`config.mk`:
```
export PLATFORM = sky130hd
export DESIGN_NAME = cpu_controller
export DESIGN_NICKNAME = d
export VERILOG_FILES = /design/src/rtl/cpu_controller.sv
export SDC_FILE = /design/constraint.sdc
export NUM_CORES = 1
export LEC_CHECK = 0
export ABC_AREA = 1
export CAP_MARGIN = 15
export CORE_AREA = 2 2 39 41
export DETAILED_ROUTE_END_ITERATION = 10
export DIE_AREA = 0 0 41 43
export PLACE_DENSITY = 0.63
export REMOVE_ABC_BUFFERS = 1
export SKIP_LAST_GASP = 1
export SLEW_MARGIN = 5
export SYNTH_ARGS = -nofsm -noshare
export SYNTH_HDL_FRONTEND = slang
export SYNTH_SLANG_ARGS = --single-unit
```
`constraint.sdc`:
```
create_clock -name clk -period 2.4 [get_ports clk]
set_input_delay 0.24 -clock clk [delete_from_list [all_inputs] [get_ports clk]]
set_output_delay 0.24 -clock clk [all_outputs]
set_load 0.005 [all_outputs]
```
`src/rtl/cpu_controller.sv`:
```
// Multi-cycle control unit for the 8-bit accumulator datapath: sequences
// fetch/decode/execute and owns the memory read/write handshake.
module cpu_controller (
  input  logic       clk,
  input  logic       rst,
  input  logic [2:0] op_code,
  input  logic       mem_ready,
  output logic       ir_on_adr,
  output logic       pc_on_adr,
  output logic       ld_ir,
  output logic       ld_ac,
  output logic       ld_acii,
  output logic       ld_pc,
  output logic       inc_pc,
  output logic       clr_pc,
  output logic       source_ac,
  output logic [1:0] pass_add,
  output logic       sel_acii,
  output logic       sel_ir,
  output logic       sel_zero,
  output logic       mem_rd,
  output logic       mem_wr,
  output logic       halted,
  output logic [2:0] state_dbg
);

  localparam logic [2:0] StRst    = 3'd0;
  localparam logic [2:0] StFetch  = 3'd1;
  localparam logic [2:0] StDecode = 3'd2;
  localparam logic [2:0] StExec   = 3'd3;
  localparam logic [2:0] StMem    = 3'd4;
  localparam logic [2:0] StHalt   = 3'd5;

  localparam logic [2:0] OpLda  = 3'b000;
  localparam logic [2:0] OpSta  = 3'b001;
  localparam logic [2:0] OpAddi = 3'b010;
  localparam logic [2:0] OpAddx = 3'b011;
  localparam logic [2:0] OpMvx  = 3'b100;
  localparam logic [2:0] OpJpx  = 3'b101;
  localparam logic [2:0] OpHlt  = 3'b111;

  logic [2:0] state_q, state_d;

  always_ff @(posedge clk) begin
    if (rst) state_q <= StRst;
    else     state_q <= state_d;
  end

  assign state_dbg = state_q;

  // Outputs follow the state; only ld_ir, ld_ac and the FETCH/MEM exits look at mem_ready.
  always_comb begin
    state_d   = StRst;
    ir_on_adr = 1'b0;
    pc_on_adr = 1'b0;
    ld_ir     = 1'b0;
    ld_ac     = 1'b0;
    ld_acii   = 1'b0;
    ld_pc     = 1'b0;
    inc_pc    = 1'b0;
    clr_pc    = 1'b0;
    source_ac = 1'b0;
    pass_add  = 2'b00;
    sel_acii  = 1'b0;
    sel_ir    = 1'b0;
    sel_zero  = 1'b0;
    mem_rd    = 1'b0;
    mem_wr    = 1'b0;
    halted    = 1'b0;

    case (state_q)
      StRst: begin
        clr_pc  = 1'b1;
        state_d = StFetch;
      end
      StFetch: begin
        pc_on_adr = 1'b1;
        mem_rd    = 1'b1;
        ld_ir     = mem_ready;
        state_d   = mem_ready ? StDecode : StFetch;
      end
      StDecode: begin
        inc_pc = 1'b1;
        if (op_code == OpLda || op_code == OpSta) state_d = StMem;
        else if (op_code == OpHlt)                state_d = StHalt;
        else                                      state_d = StExec;
      end
      StMem: begin
        ir_on_adr = 1'b1;
        if (op_code == OpLda) begin
          mem_rd = 1'b1;
          ld_ac  = mem_ready;
        end else if (op_code == OpSta) begin
          // Pass AC through the ALU with a zero operand so it lands on the data bus.
          mem_wr   = 1'b1;
          sel_zero = 1'b1;
        end
        state_d = mem_ready ? StFetch : StMem;
      end
      StExec: begin
        state_d = StFetch;
        case (op_code)
          OpAddi: begin
            sel_ir    = 1'b1;
            pass_add  = 2'b01;
            source_ac = 1'b1;
            ld_ac     = 1'b1;
          end
          OpAddx: begin
            sel_acii  = 1'b1;
            pass_add  = 2'b01;
            source_ac = 1'b1;
            ld_ac     = 1'b1;
          end
          OpMvx: begin
            sel_zero = 1'b1;
            ld_acii  = 1'b1;
          end
          OpJpx:   ld_pc = 1'b1;
          default: ;
        endcase
      end
      StHalt: begin
        halted  = 1'b1;
        state_d = StHalt;
      end
      default: state_d = StRst;
    endcase
  end

endmodule

```
==> impl_metrics.sql, run 1 <==
INSERT INTO impl_metrics (metric_group, metric, value, unit) VALUES
('outcome', 'outcome', 'finished clean', ''),
('clock_tree', 'clock_tree_from_tritoncts', 'yes', ''),
('worst_setup_path', 'critical_path_peak_fanout', '5', ''),
('route', 'remaining_drc_errors', '0', ''),
('final_layout', 'largest_register_ffs', '3', ''),
('global_route', 'grt_util_met3', '1.57', '%'),
('route', 'drt-wirelength-per-cell', '9.20', 'um'),
('floorplanning', 'core-area', '1380', 'um2'),
('clock_tree', 'post-cts-setup-buffer-count', '0', ''),
('final_layout', 'antenna_cells', '0', ''),
('placement', 'place_hpwl', '761', 'um'),
('global_route', 'global_route.usage.total', '11.5', '%'),
('worst_setup_path', 'timing.reg2reg.setup_slack', '1.27', 'ns'),
('global_route', 'grt_antenna_before_repair', '0', ''),
('yosys', 'synth.yosys.warnings', '0', ''),
('pwr', 'power.density_cell_area', '396', 'nW/um2'),
('global_route', 'grt_pass1_vias', '366', ''),
('final_layout', 'post_route_cells_drive_above_1_share', '12.2', '%'),
('global_route', 'grt_start_max_net_pins', '9', ''),
('floorplanning', 'design.portCount', '26', ''),
('global_route', 'globalRoute.totalOverflow', '0', ''),
('yosys', 'syn_inst', '56', ''),
('floorplanning', 'floorplan.die_area', '1760', 'um2'),
('floorplanning', 'floorplan.rows', '14', ''),
('clock_tree', 'clock_latency', '0.23', 'ns'),
('route', 'drt_iter0_drc', '8', ''),
('worst_setup_path', 'r2r.worst_path.cells', '5', ''),
('route', 'aggregate_routed_wire_length', '902', 'um'),
('floorplanning', 'die_x', '41', 'um'),
('yosys', 'yosys_register_bits', '3', ''),
('floorplanning', 'dieHeight', '43', 'um'),
('final_layout', 'final_nets', '89', ''),
('sta', 'fmax', '0.497', 'GHz'),
('sta', 'clock-skew-final', '0.00150', 'ns'),
('floorplanning', 'starting_density_of_the_core', '23.6', '%'),
('clock_tree', 'clock_tree.root_cell', 'sky130_fd_sc_hd__clkbuf_4', ''),
('yosys', 'synth_cell_type_count', '20', ''),
('sta', 'timing.setup.tns', '0', 'ns'),
('clock_tree', 'htreeDepth', '1', ''),
('yosys', 'syn_area', '327', 'um2'),
('pwr', 'post_layout_total_power', '0.237', 'mW'),
('min_path', 'hold_path_class', 'in -> reg', ''),
('sta', 'unrepaired_setup_endpoints_after_global_routing', 'no', ''),
('min_path', 'timing.hold.worst.start', 'rst', ''),
('yosys', 'synth.yosys.seq_area_share', '18.4', '%'),
('route', 'drt-vias-per-instance', '4.35', ''),
('clock_tree', 'numClockSinks', '3', ''),
('worst_setup_path', 'crit_arrival', '1.77', 'ns'),
('global_route', 'global_route.usage.met1', '17.0', '%'),
('yosys', 'post_synthesis_area_per_instance', '5.83', 'um2'),
('pwr', 'p_leak', '0.269', 'nW'),
('global_route', 'first_pass_grt_wire_length', '1460', 'um'),
('global_route', 'met2_use_gr', '16.6', '%'),
('sta', 'layout_worst_path_cycle_share', '83.8', '%'),
('flow_run', 'timing.max_cap.violations', '0', ''),
('clock_tree', 'cts.clk_slew.worst_paths', '0.04', 'ns'),
('route', 'detailedRoute.firstPassIterationCount', '4', ''),
('pwr', 'worst_ir_drop_vdd', '233', 'uV'),
('final_layout', 'syn2layout_area_growth', '83.1', '%'),
('placement', 'numPortBuffers', '24', ''),
('worst_setup_path', 'ws_path_type', 'in -> out', ''),
('sta', 'finalMaxSlewViolations', '0', ''),
('sta', 'timing_hold_violations_final', '0', ''),
('route', 'vias', '426', ''),
('route', 'postRouteAntennaNets', '0', ''),
('worst_setup_path', 'worst_ep_required_time', '2.16', 'ns'),
('min_path', 'worst_hold_path.endpoint', 'state_dbg[1]$_SDFF_PP0_', ''),
('clock_tree', 'cts_hold_repair.buffers', '0', ''),
('placement', 'routabilityCongestion', '0.856', ''),
('clock_tree', 'cts_resized', '0', ''),
('sta', 'setup_violations', '0', ''),
('worst_setup_path', 'startpoint_type', 'primary input', ''),
('worst_setup_path', 'startpoint_of_the_lowest_slack_register_to_register_path', 'state_dbg[2]$_SDFF_PP0_', ''),
('worst_setup_path', 'worstReg2RegEnd', 'state_dbg[0]$_SDFF_PP0_', ''),
('sta', 'layout_min_cycle_time', '2.01', 'ns'),
('worst_setup_path', 'setup.worst_path.start', 'op_code[0]', ''),
('clock_tree', 'clock_path_buffers', '2', ''),
('clock_tree', 'clock_buffer_count_from_cts', '3', ''),
('worst_setup_path', 'critical_path.endpoint_type', 'primary output', ''),
('global_route', 'grt.busiest_layer', 'met1', ''),
('min_path', 'hold_depth', '2', '');
[area by class of cell]
| class | instances | area (um2) |
|---|---|---|
| Fill cell | 132 | 786 |
| Inverter | 13 | 48.8 |
| Tap cell | 16 | 20.0 |
| Sequential cell | 3 | 60.1 |
| Timing Repair Buffer | 24 | 240 |
| Clock buffer | 4 | 26.3 |
| Multi-Input combinational cell | 38 | 203 |
[Yosys cell counts]
cell type	number	area share (%)
sky130_fd_sc_hd__inv_1	11	13
sky130_fd_sc_hd__nor2_1	9	10
sky130_fd_sc_hd__nand3_1	8	12
sky130_fd_sc_hd__nand2_1	7	8.0
sky130_fd_sc_hd__dfxtp_1	3	18
sky130_fd_sc_hd__a21oi_1	2	3.1
sky130_fd_sc_hd__buf_4	2	4.6
sky130_fd_sc_hd__inv_2	2	2.3
sky130_fd_sc_hd__a21oi_2	1	2.7
sky130_fd_sc_hd__conb_1	1	1.1
sky130_fd_sc_hd__nand2_2	1	1.9
sky130_fd_sc_hd__nand3_2	1	3.1
sky130_fd_sc_hd__nand4_1	1	1.9
sky130_fd_sc_hd__nor3_1	1	1.5
sky130_fd_sc_hd__nor3_2	1	3.1
sky130_fd_sc_hd__nor3_4	1	5.0
sky130_fd_sc_hd__o211ai_1	1	2.3
sky130_fd_sc_hd__o21ai_1	1	1.5
sky130_fd_sc_hd__o21bai_1	1	2.3
sky130_fd_sc_hd__o22ai_1	1	1.9
[worst max-delay path, cell delays in order]
cell and delay (ns):
sky130_fd_sc_hd__clkdlybuf4s50_1 0.53, sky130_fd_sc_hd__inv_1 0.09, sky130_fd_sc_hd__nor2_1 0.09, sky130_fd_sc_hd__nand2_1 0.12, sky130_fd_sc_hd__o22ai_1 0.17, sky130_fd_sc_hd__clkdlybuf4s50_1 0.53
[layout by cell type, fill, tap and decap left out]
| cell | netlist | routed |
|---|---|---|
| sky130_fd_sc_hd__clkdlybuf4s50_1 | 0 | 24 |
| sky130_fd_sc_hd__inv_1 | 11 | 11 |
| sky130_fd_sc_hd__nor2_1 | 9 | 9 |
| sky130_fd_sc_hd__nand3_1 | 8 | 8 |
| sky130_fd_sc_hd__nand2_1 | 7 | 7 |
| sky130_fd_sc_hd__clkbuf_4 | 0 | 3 |
| sky130_fd_sc_hd__dfxtp_1 | 3 | 3 |
| sky130_fd_sc_hd__inv_2 | 2 | 2 |
| sky130_fd_sc_hd__a21oi_1 | 2 | 2 |
| sky130_fd_sc_hd__nor3_2 | 1 | 1 |
| sky130_fd_sc_hd__nand3_2 | 1 | 1 |
| sky130_fd_sc_hd__o21ai_1 | 1 | 1 |
| sky130_fd_sc_hd__nor3_4 | 1 | 1 |
| sky130_fd_sc_hd__nand2_2 | 1 | 1 |
| sky130_fd_sc_hd__o21bai_1 | 1 | 1 |
| sky130_fd_sc_hd__nor3_1 | 1 | 1 |
| sky130_fd_sc_hd__o22ai_1 | 1 | 1 |
| sky130_fd_sc_hd__o211ai_1 | 1 | 1 |
| sky130_fd_sc_hd__nand4_1 | 1 | 1 |
| sky130_fd_sc_hd__a21oi_2 | 1 | 1 |
| sky130_fd_sc_hd__conb_1 | 1 | 1 |
| sky130_fd_sc_hd__clkbuf_1 | 0 | 1 |
[layer usage]
layer | share of wire [%] | wire, um
met1 | 47 | 426
met2 | 47 | 426
met3 | 5.4 | 49
met4 | 0 | 0
met5 | 0 | 0
[power breakdown]
part	switching (mW)	internal (mW)	leakage (nW)
logic	0.0382	0.0493	0.230
clock network	0.0232	0.0621	0.0150
registers	0.00953	0.0545	0.0246
total	0.0709	0.166	0.269
[how the worst max path moves through the flow]
| stage | end | slack, ns | depth (start not counted) |
|---|---|---|---|
| 5_1_grt | sel_zero | 0.26 | 6 |
| 3_3_place_gp | sel_zero | 0.41 | 6 |
| 2_1_floorplan | ld_pc | 1.23 | 4 |
| 6_report | sel_zero | 0.39 | 6 |
| 3_5_place_dp | sel_zero | 0.40 | 6 |
| 4_1_cts | sel_zero | 0.40 | 6 |
[cells by family after synthesis]
logic type | count (synthesis) | share of synthesized area, %
AO/OA/AOI/OAI | 7 | 13.8
buffers and inverters | 15 | 19.5
other | 1 | 1.15
flip-flops | 3 | 18.4
AND/OR/NAND/NOR | 30 | 47.1
[metrics by stage]
stage / utilization (%) / area (um2) / std cells / hold WS [ns] / setup WS [ns]
6_report: 43.2 / 598 / 98 / 0.612 / 0.388
2_1_floorplan: - / 312 / 54 / 0.302 / 1.23
3_5_place_dp: 41.3 / 572 / 94 / 0.647 / 0.403
5_1_grt: 43.2 / 598 / 98 / 0.617 / 0.256
4_1_cts: 43.2 / 598 / 98 / 0.609 / 0.404
3_3_place_gp: 41.3 / 572 / 94 / 0.653 / 0.411
Power figures use the tool's default switching activity.
==> run 2, diff against run 1 <==
--- a/config.mk
+++ b/config.mk
@@ -10,7 +10,7 @@
 export CORE_AREA = 2 2 39 41
 export DETAILED_ROUTE_END_ITERATION = 10
 export DIE_AREA = 0 0 41 43
-export PLACE_DENSITY = 0.63
+export PLACE_DENSITY = 0.65
 export REMOVE_ABC_BUFFERS = 1
 export SKIP_LAST_GASP = 1
 export SLEW_MARGIN = 5
==> constraint.sdc (replaced) <==
create_clock -name clk -period 1.78 [get_ports clk]
set_input_delay 0.178 -clock clk [delete_from_list [all_inputs] [get_ports clk]]
set_output_delay 0.178 -clock clk [all_outputs]
set_load 0.005 [all_outputs]
==> impl_metrics.sql, run 2 (same netlist as run 1, synthesis figures left out) <==
INSERT INTO impl_metrics (metric_group, metric, value, unit) VALUES
('placement', 'place_hpwl', '922', 'um'),
('floorplanning', 'design.portCount', '26', ''),
('sta', 'layout_min_cycle_time', '1.70', 'ns'),
('floorplanning', 'starting_density_of_the_core', '23.6', '%'),
('clock_tree', 'post-cts-setup-buffer-count', '0', ''),
('clock_tree', 'htreeDepth', '1', ''),
('placement', 'numPlacedInstances', '98', ''),
('placement', 'numPortBuffers', '24', ''),
('sta', 'fmax', '0.588', 'GHz'),
('final_layout', 'fin_util', '48.1', '%'),
('sta', 'timing.setup.tns', '0', 'ns'),
('sta', 'unrepaired_setup_endpoints_after_global_routing', 'yes', ''),
('final_layout', 'most_frequent_standard_cell_in_the_layout_excluding_fill_and_tap_cells', 'sky130_fd_sc_hd__clkdlybuf4s50_1', ''),
('global_route', 'grt_pass1_vias', '406', ''),
('floorplanning', 'floorplan.die_area', '1760', 'um2'),
('pwr', 'worst_ir_drop_vdd', '396', 'uV'),
('outcome', 'outcome', 'finished clean', ''),
('final_layout', 'antenna_cells', '0', ''),
('worst_setup_path', 'ws_path_type', 'in -> out', ''),
('worst_setup_path', 'startpoint_type', 'primary input', ''),
('final_layout', 'post_route_cells_drive_above_1_share', '29.1', '%'),
('route', 'aggregate_routed_wire_length', '1100', 'um'),
('global_route', 'grt_antenna_before_repair', '0', ''),
('placement', 'routabilityCongestion', '0.818', ''),
('sta', 'finalMaxSlewViolations', '0', ''),
('floorplanning', 'die_x', '41', 'um'),
('final_layout', 'final_nets', '93', ''),
('route', 'remaining_drc_errors', '0', ''),
('final_layout', 'area.sequential', '71.3', 'um2'),
('worst_setup_path', 'critical_path_peak_fanout', '3', ''),
('route', 'drt_iter0_drc', '7', ''),
('final_layout', 'finish.instance_area', '666', 'um2'),
('placement', 'placement_cell_area', '602', 'um2'),
('global_route', 'grt_start_max_net_pins', '8', ''),
('clock_tree', 'clock_tree.root_cell', 'sky130_fd_sc_hd__clkbuf_4', ''),
('worst_setup_path', 'crit_arrival', '1.52', 'ns'),
('sta', 'layout_worst_path_cycle_share', '95.6', '%'),
('clock_tree', 'clock_latency', '0.23', 'ns'),
('min_path', 'hold_path_class', 'in -> reg', ''),
('sta', 'clock-skew-final', '0.00470', 'ns'),
('pwr', 'p_leak', '0.368', 'nW'),
('floorplanning', 'floorplan.rows', '14', ''),
('worst_setup_path', 'worst_ep_required_time', '1.60', 'ns'),
('final_layout', 'syn2layout_area_growth', '104', '%'),
('route', 'postRouteAntennaNets', '0', ''),
('clock_tree', 'clock_buffer_count_from_cts', '3', ''),
('global_route', 'globalRoute.totalOverflow', '0', ''),
('floorplanning', 'core-area', '1380', 'um2'),
('sta', 'timing_hold_violations_final', '0', ''),
('route', 'vias', '476', ''),
('route', 'drt-vias-per-instance', '4.67', ''),
('clock_tree', 'clock_path_buffers', '2', ''),
('route', 'drt-wirelength-per-cell', '10.8', 'um'),
('final_layout', 'commonest_cells_after_routing_fill_and_taps_aside', 'sky130_fd_sc_hd__clkdlybuf4s50_1, sky130_fd_sc_hd__nand3_1, sky130_fd_sc_hd__inv_1, sky130_fd_sc_hd__nor2_1, sky130_fd_sc_hd__inv_2', ''),
('clock_tree', 'cts.clk_slew.worst_paths', '0.04', 'ns'),
('clock_tree', 'numClockSinks', '3', ''),
('clock_tree', 'clock_tree_from_tritoncts', 'yes', ''),
('global_route', 'global_route.usage.total', '15.0', '%'),
('final_layout', 'combined_area_of_the_multi_input_logic_cells', '219', 'um2'),
('route', 'detailedRoute.firstPassIterationCount', '4', ''),
('worst_setup_path', 'critical_path.endpoint_type', 'primary output', ''),
('floorplanning', 'dieHeight', '43', 'um'),
('sta', 'setup_violations', '0', ''),
('final_layout', 'finish.cell_count_without_fillers', '102', ''),
('flow_run', 'timing.max_cap.violations', '0', ''),
('final_layout', 'largest_register_ffs', '3', ''),
('final_layout', 'fillCellCount', '156', ''),
('global_route', 'first_pass_grt_wire_length', '1760', 'um'),
('pwr', 'power.density_cell_area', '512', 'nW/um2');
-- run 2: worst max-delay path, stage by stage --
cell and delay [ns]:
sky130_fd_sc_hd__clkdlybuf4s50_1 0.47, sky130_fd_sc_hd__inv_2 0.11, sky130_fd_sc_hd__nand2_1 0.10, sky130_fd_sc_hd__o21bai_1 0.14, sky130_fd_sc_hd__clkdlybuf4s50_1 0.53
-- run 2: what timing repair did --
item,4_1_cts,5_1_grt
endpoints found under the setup margin,12,8
hold buffers,0,0
resized for setup,8,14
gates cloned,0,0
endpoints found under the hold margin,0,0
-- run 2: layout make-up --
cell class                      count  share of cell area, %
Tap cell                           16                   3.01
Multi-Input combinational cell     38                   32.9
Sequential cell                     3                   10.7
Clock buffer                        4                   3.95
Inverter                           13                   7.33
Timing Repair Buffer               28                   42.1
-- run 2: stage by stage --
step / worst slack (ns) / power (mW) / hold WS (ns)
final: 0.0784 / 0.341 / 0.463
after global routing: -0.00984 / 0.372 / 0.491
after CTS: 0.00180 / 0.350 / 0.528
after detailed placement: -0.0407 / 0.214 / 0.676
after global placement: 0.00358 / 0.212 / 0.677
after floorplan: 0.676 / 0.137 / 0.240
-- run 2: layer usage --
layer / vias up / GRT usage, % / routed length, um
met5: - / 0 / 0
met4: 0 / 9.33 / 0
met3: 0 / 4.71 / 44
met2: 13 / 19.7 / 558
met1: 222 / 20.3 / 498
li1: 241 / - / -
-- run 2: power by group --
part           internal [mW]  leakage, nW  total [mW]  switching, mW
clock network         0.0841       0.0150       0.120         0.0359
logic                 0.0732        0.326       0.133         0.0597
registers             0.0733       0.0267      0.0876         0.0143
-- run 2: final timing paths --
| kind | startpoint | end | slack [ns] | cells after the start |
|---|---|---|---|---|
| setup / recovery | op_code[2] | mem_rd | 0.08 | 5 |
| hold / removal | op_code[0] | state_dbg[1]$_SDFF_PP0_ | 0.46 | 4 |
| setup reg to reg | state_dbg[2]$_SDFF_PP0_ | state_dbg[0]$_SDFF_PP0_ | 0.76 | 5 |
| hold reg to reg | state_dbg[0]$_SDFF_PP0_ | state_dbg[2]$_SDFF_PP0_ | 0.60 | 3 |
==> run 3, diff against run 2 <==
==> constraint.sdc (replaced) <==
create_clock -name clk -period 1.4 [get_ports clk]
set_input_delay 0.14 -clock clk [delete_from_list [all_inputs] [get_ports clk]]
set_output_delay 0.14 -clock clk [all_outputs]
set_load 0.005 [all_outputs]
==> impl_metrics.sql, run 3 (same netlist as run 1, synthesis figures left out) <==
INSERT INTO impl_metrics (metric_group, metric, value, unit) VALUES
('clock_tree', 'clock_buffer_count_from_cts', '3', ''),
('sta', 'timing_hold_violations_final', '0', ''),
('sta', 'layout_worst_path_cycle_share', '104', '%'),
('placement', 'placement_cell_area', '699', 'um2'),
('final_layout', 'combined_area_of_the_multi_input_logic_cells', '274', 'um2'),
('min_path', 'worst_hold_path.endpoint', 'state_dbg[1]$_SDFF_PP0_', ''),
('worst_setup_path', 'critical_path.endpoint_type', 'primary output', ''),
('final_layout', 'fillCellCount', '131', ''),
('sta', 'finalMaxSlewViolations', '0', ''),
('sta', 'clock-skew-final', '0.000688', 'ns'),
('route', 'vias', '561', ''),
('min_path', 'hold_depth', '2', ''),
('final_layout', 'final_nets', '117', ''),
('route', 'postRouteAntennaNets', '0', ''),
('worst_setup_path', 'r2r.worst_path.cells', '8', ''),
('min_path', 'timing.hold.worst.start', 'rst', ''),
('worst_setup_path', 'crit_arrival', '1.32', 'ns'),
('clock_tree', 'cts.clk_slew.worst_paths', '0.04', 'ns'),
('pwr', 'worst_ir_drop_vdd', '515', 'uV'),
('final_layout', 'fin_util', '62.2', '%'),
('clock_tree', 'cts_hold_repair.buffers', '0', ''),
('floorplanning', 'core-area', '1380', 'um2'),
('global_route', 'global_route.usage.total', '18.2', '%'),
('clock_tree', 'numClockSinks', '3', ''),
('worst_setup_path', 'startpoint_type', 'flip-flop', ''),
('worst_setup_path', 'ws_path_type', 'reg -> out', ''),
('flow_run', 'timing.max_cap.violations', '0', ''),
('sta', 'unrepaired_setup_endpoints_after_global_routing', 'yes', ''),
('clock_tree', 'clock_tree.root_cell', 'sky130_fd_sc_hd__clkbuf_4', ''),
('pwr', 'p_leak', '0.485', 'nW'),
('final_layout', 'largest_register_ffs', '3', ''),
('worst_setup_path', 'worstReg2RegEnd', 'state_dbg[0]$_SDFF_PP0_', ''),
('floorplanning', 'design.portCount', '26', ''),
('floorplanning', 'starting_density_of_the_core', '23.6', '%'),
('sta', 'layout_min_cycle_time', '1.46', 'ns'),
('outcome', 'outcome', 'finished, violations left', ''),
('placement', 'pre_cts_slack', '-0.348', 'ns'),
('global_route', 'globalRoute.totalOverflow', '0', ''),
('route', 'drt_iter0_drc', '7', ''),
('global_route', 'first_pass_grt_wire_length', '2130', 'um'),
('final_layout', 'area.sequential', '71.3', 'um2'),
('clock_tree', 'clock_latency', '0.23', 'ns'),
('route', 'remaining_drc_errors', '0', ''),
('outcome', 'violations', 'negative setup slack', ''),
('min_path', 'hold_path_class', 'in -> reg', ''),
('sta', 'setup_violations', '2', ''),
('worst_setup_path', 'timing.reg2reg.setup_slack', '0.20', 'ns'),
('final_layout', 'antenna_cells', '0', ''),
('sta', 'worst_slack', '-0.0573', 'ns'),
('placement', 'routabilityCongestion', '0.811', ''),
('final_layout', 'commonest_cells_after_routing_fill_and_taps_aside', 'sky130_fd_sc_hd__buf_4, sky130_fd_sc_hd__buf_2, sky130_fd_sc_hd__inv_1', ''),
('route', 'detailedRoute.firstPassIterationCount', '3', ''),
('worst_setup_path', 'startpoint_of_the_lowest_slack_register_to_register_path', 'state_dbg[0]$_SDFF_PP0_', ''),
('final_layout', 'post_route_cells_drive_above_1_share', '58.2', '%'),
('global_route', 'grt_antenna_before_repair', '0', ''),
('route', 'aggregate_routed_wire_length', '1520', 'um'),
('placement', 'place_hpwl', '955', 'um'),
('placement', 'numPortBuffers', '24', ''),
('worst_setup_path', 'critical_path_peak_fanout', '5', ''),
('sta', 'fmax', '0.686', 'GHz'),
('clock_tree', 'clock_path_buffers', '2', ''),
('route', 'drt-wirelength-per-cell', '12.1', 'um'),
('floorplanning', 'die_x', '41', 'um'),
('floorplanning', 'floorplan.rows', '14', ''),
('final_layout', 'syn2layout_area_growth', '164', '%'),
('final_layout', 'finish.instance_area', '861', 'um2'),
('clock_tree', 'clock_tree_from_tritoncts', 'yes', ''),
('floorplanning', 'dieHeight', '43', 'um'),
('route', 'drt-vias-per-instance', '4.45', ''),
('final_layout', 'most_frequent_standard_cell_in_the_layout_excluding_fill_and_tap_cells', 'sky130_fd_sc_hd__buf_4', ''),
('worst_setup_path', 'worst_ep_required_time', '1.26', 'ns'),
('clock_tree', 'htreeDepth', '1', ''),
('pwr', 'power.density_cell_area', '627', 'nW/um2'),
('sta', 'timing.setup.tns', '-0.108', 'ns'),
('global_route', 'grt_start_max_net_pins', '6', ''),
('global_route', 'grt_pass1_vias', '521', ''),
('floorplanning', 'floorplan.die_area', '1760', 'um2');
run 3: cell types whose count changed in the layout (fill, tap and decap cells not counted), moves of 2 or more:
cell | previous run | this run
sky130_fd_sc_hd__nor2_1 | 7 | 5
sky130_fd_sc_hd__dlygate4sd2_1 | 2 | 6
sky130_fd_sc_hd__nand3_4 | 0 | 2
sky130_fd_sc_hd__buf_4 | 4 | 24
sky130_fd_sc_hd__nor2_4 | 0 | 2
sky130_fd_sc_hd__buf_2 | 0 | 8
sky130_fd_sc_hd__buf_6 | 0 | 4
sky130_fd_sc_hd__dlymetal6s2s_1 | 5 | 2
sky130_fd_sc_hd__nand3_1 | 8 | 5
sky130_fd_sc_hd__clkdlybuf4s50_1 | 17 | 6
run 3: critical path, cell delays in order (launching register included):
cell and delay, ns:
sky130_fd_sc_hd__dfxtp_4 0.35, sky130_fd_sc_hd__buf_4 0.14, sky130_fd_sc_hd__nor3_4 0.16, sky130_fd_sc_hd__buf_6 0.13, sky130_fd_sc_hd__buf_4 0.09, sky130_fd_sc_hd__o21bai_1 0.08, sky130_fd_sc_hd__buf_2 0.13
run 3: area by class of cell:
type,count,area share (%)
multi-input cells,38,31.8
clock buffers,4,3.05
inverters,13,5.96
flip-flops and latches,3,8.28
well taps,16,2.33
repair buffers,52,48.5
run 3: report_power, final:
part	internal (mW)	switching (mW)	total, mW	leakage (nW)
Clock	0.107	0.0451	0.152	0.0150
Combinational	0.162	0.118	0.280	0.443
Sequential	0.0932	0.0139	0.107	0.0267
Total	0.362	0.177	0.540	0.485
run 3: routing by layer:
metal	share of wire, %	track usage [%]
met1	38	20.0
met2	55	28.7
met3	3.4	3.14
met4	3.6	14.0
met5	0	0
run 3: repair_timing:
action | 4_1_cts | 5_1_grt
gates resized for setup | 49 | 27
endpoints found under the setup margin | 19 | 11
hold endpoints to repair | 0 | 0
buffers inserted | 8 | 3
pin swaps | 3 | 5
run 3: worst max-delay path by stage:
| stage | start | to | slack, ns | cells after the start |
|---|---|---|---|---|
| after floorplan | state_dbg[0]$_SDFF_PP0_ | ld_pc | 0.33 | 4 |
| after global placement | op_code[0] | sel_zero | -0.30 | 6 |
| after detailed placement | op_code[0] | sel_zero | -0.35 | 6 |
| after CTS | state_dbg[0]$_SDFF_PP0_ | clr_pc | -0.16 | 5 |
| after global routing | state_dbg[2]$_SDFF_PP0_ | mem_rd | -0.11 | 6 |
| final | state_dbg[2]$_SDFF_PP0_ | mem_rd | -0.06 | 6 |
run 3: metrics by stage:
stage          power, mW  hold WS (ns)  instances
3_3_place_gp       0.313         0.709        111
2_1_floorplan      0.174         0.202         54
4_1_cts            0.509         0.493        123
5_1_grt            0.573         0.525        126
6_report           0.540         0.508        126
3_5_place_dp       0.316         0.712        111
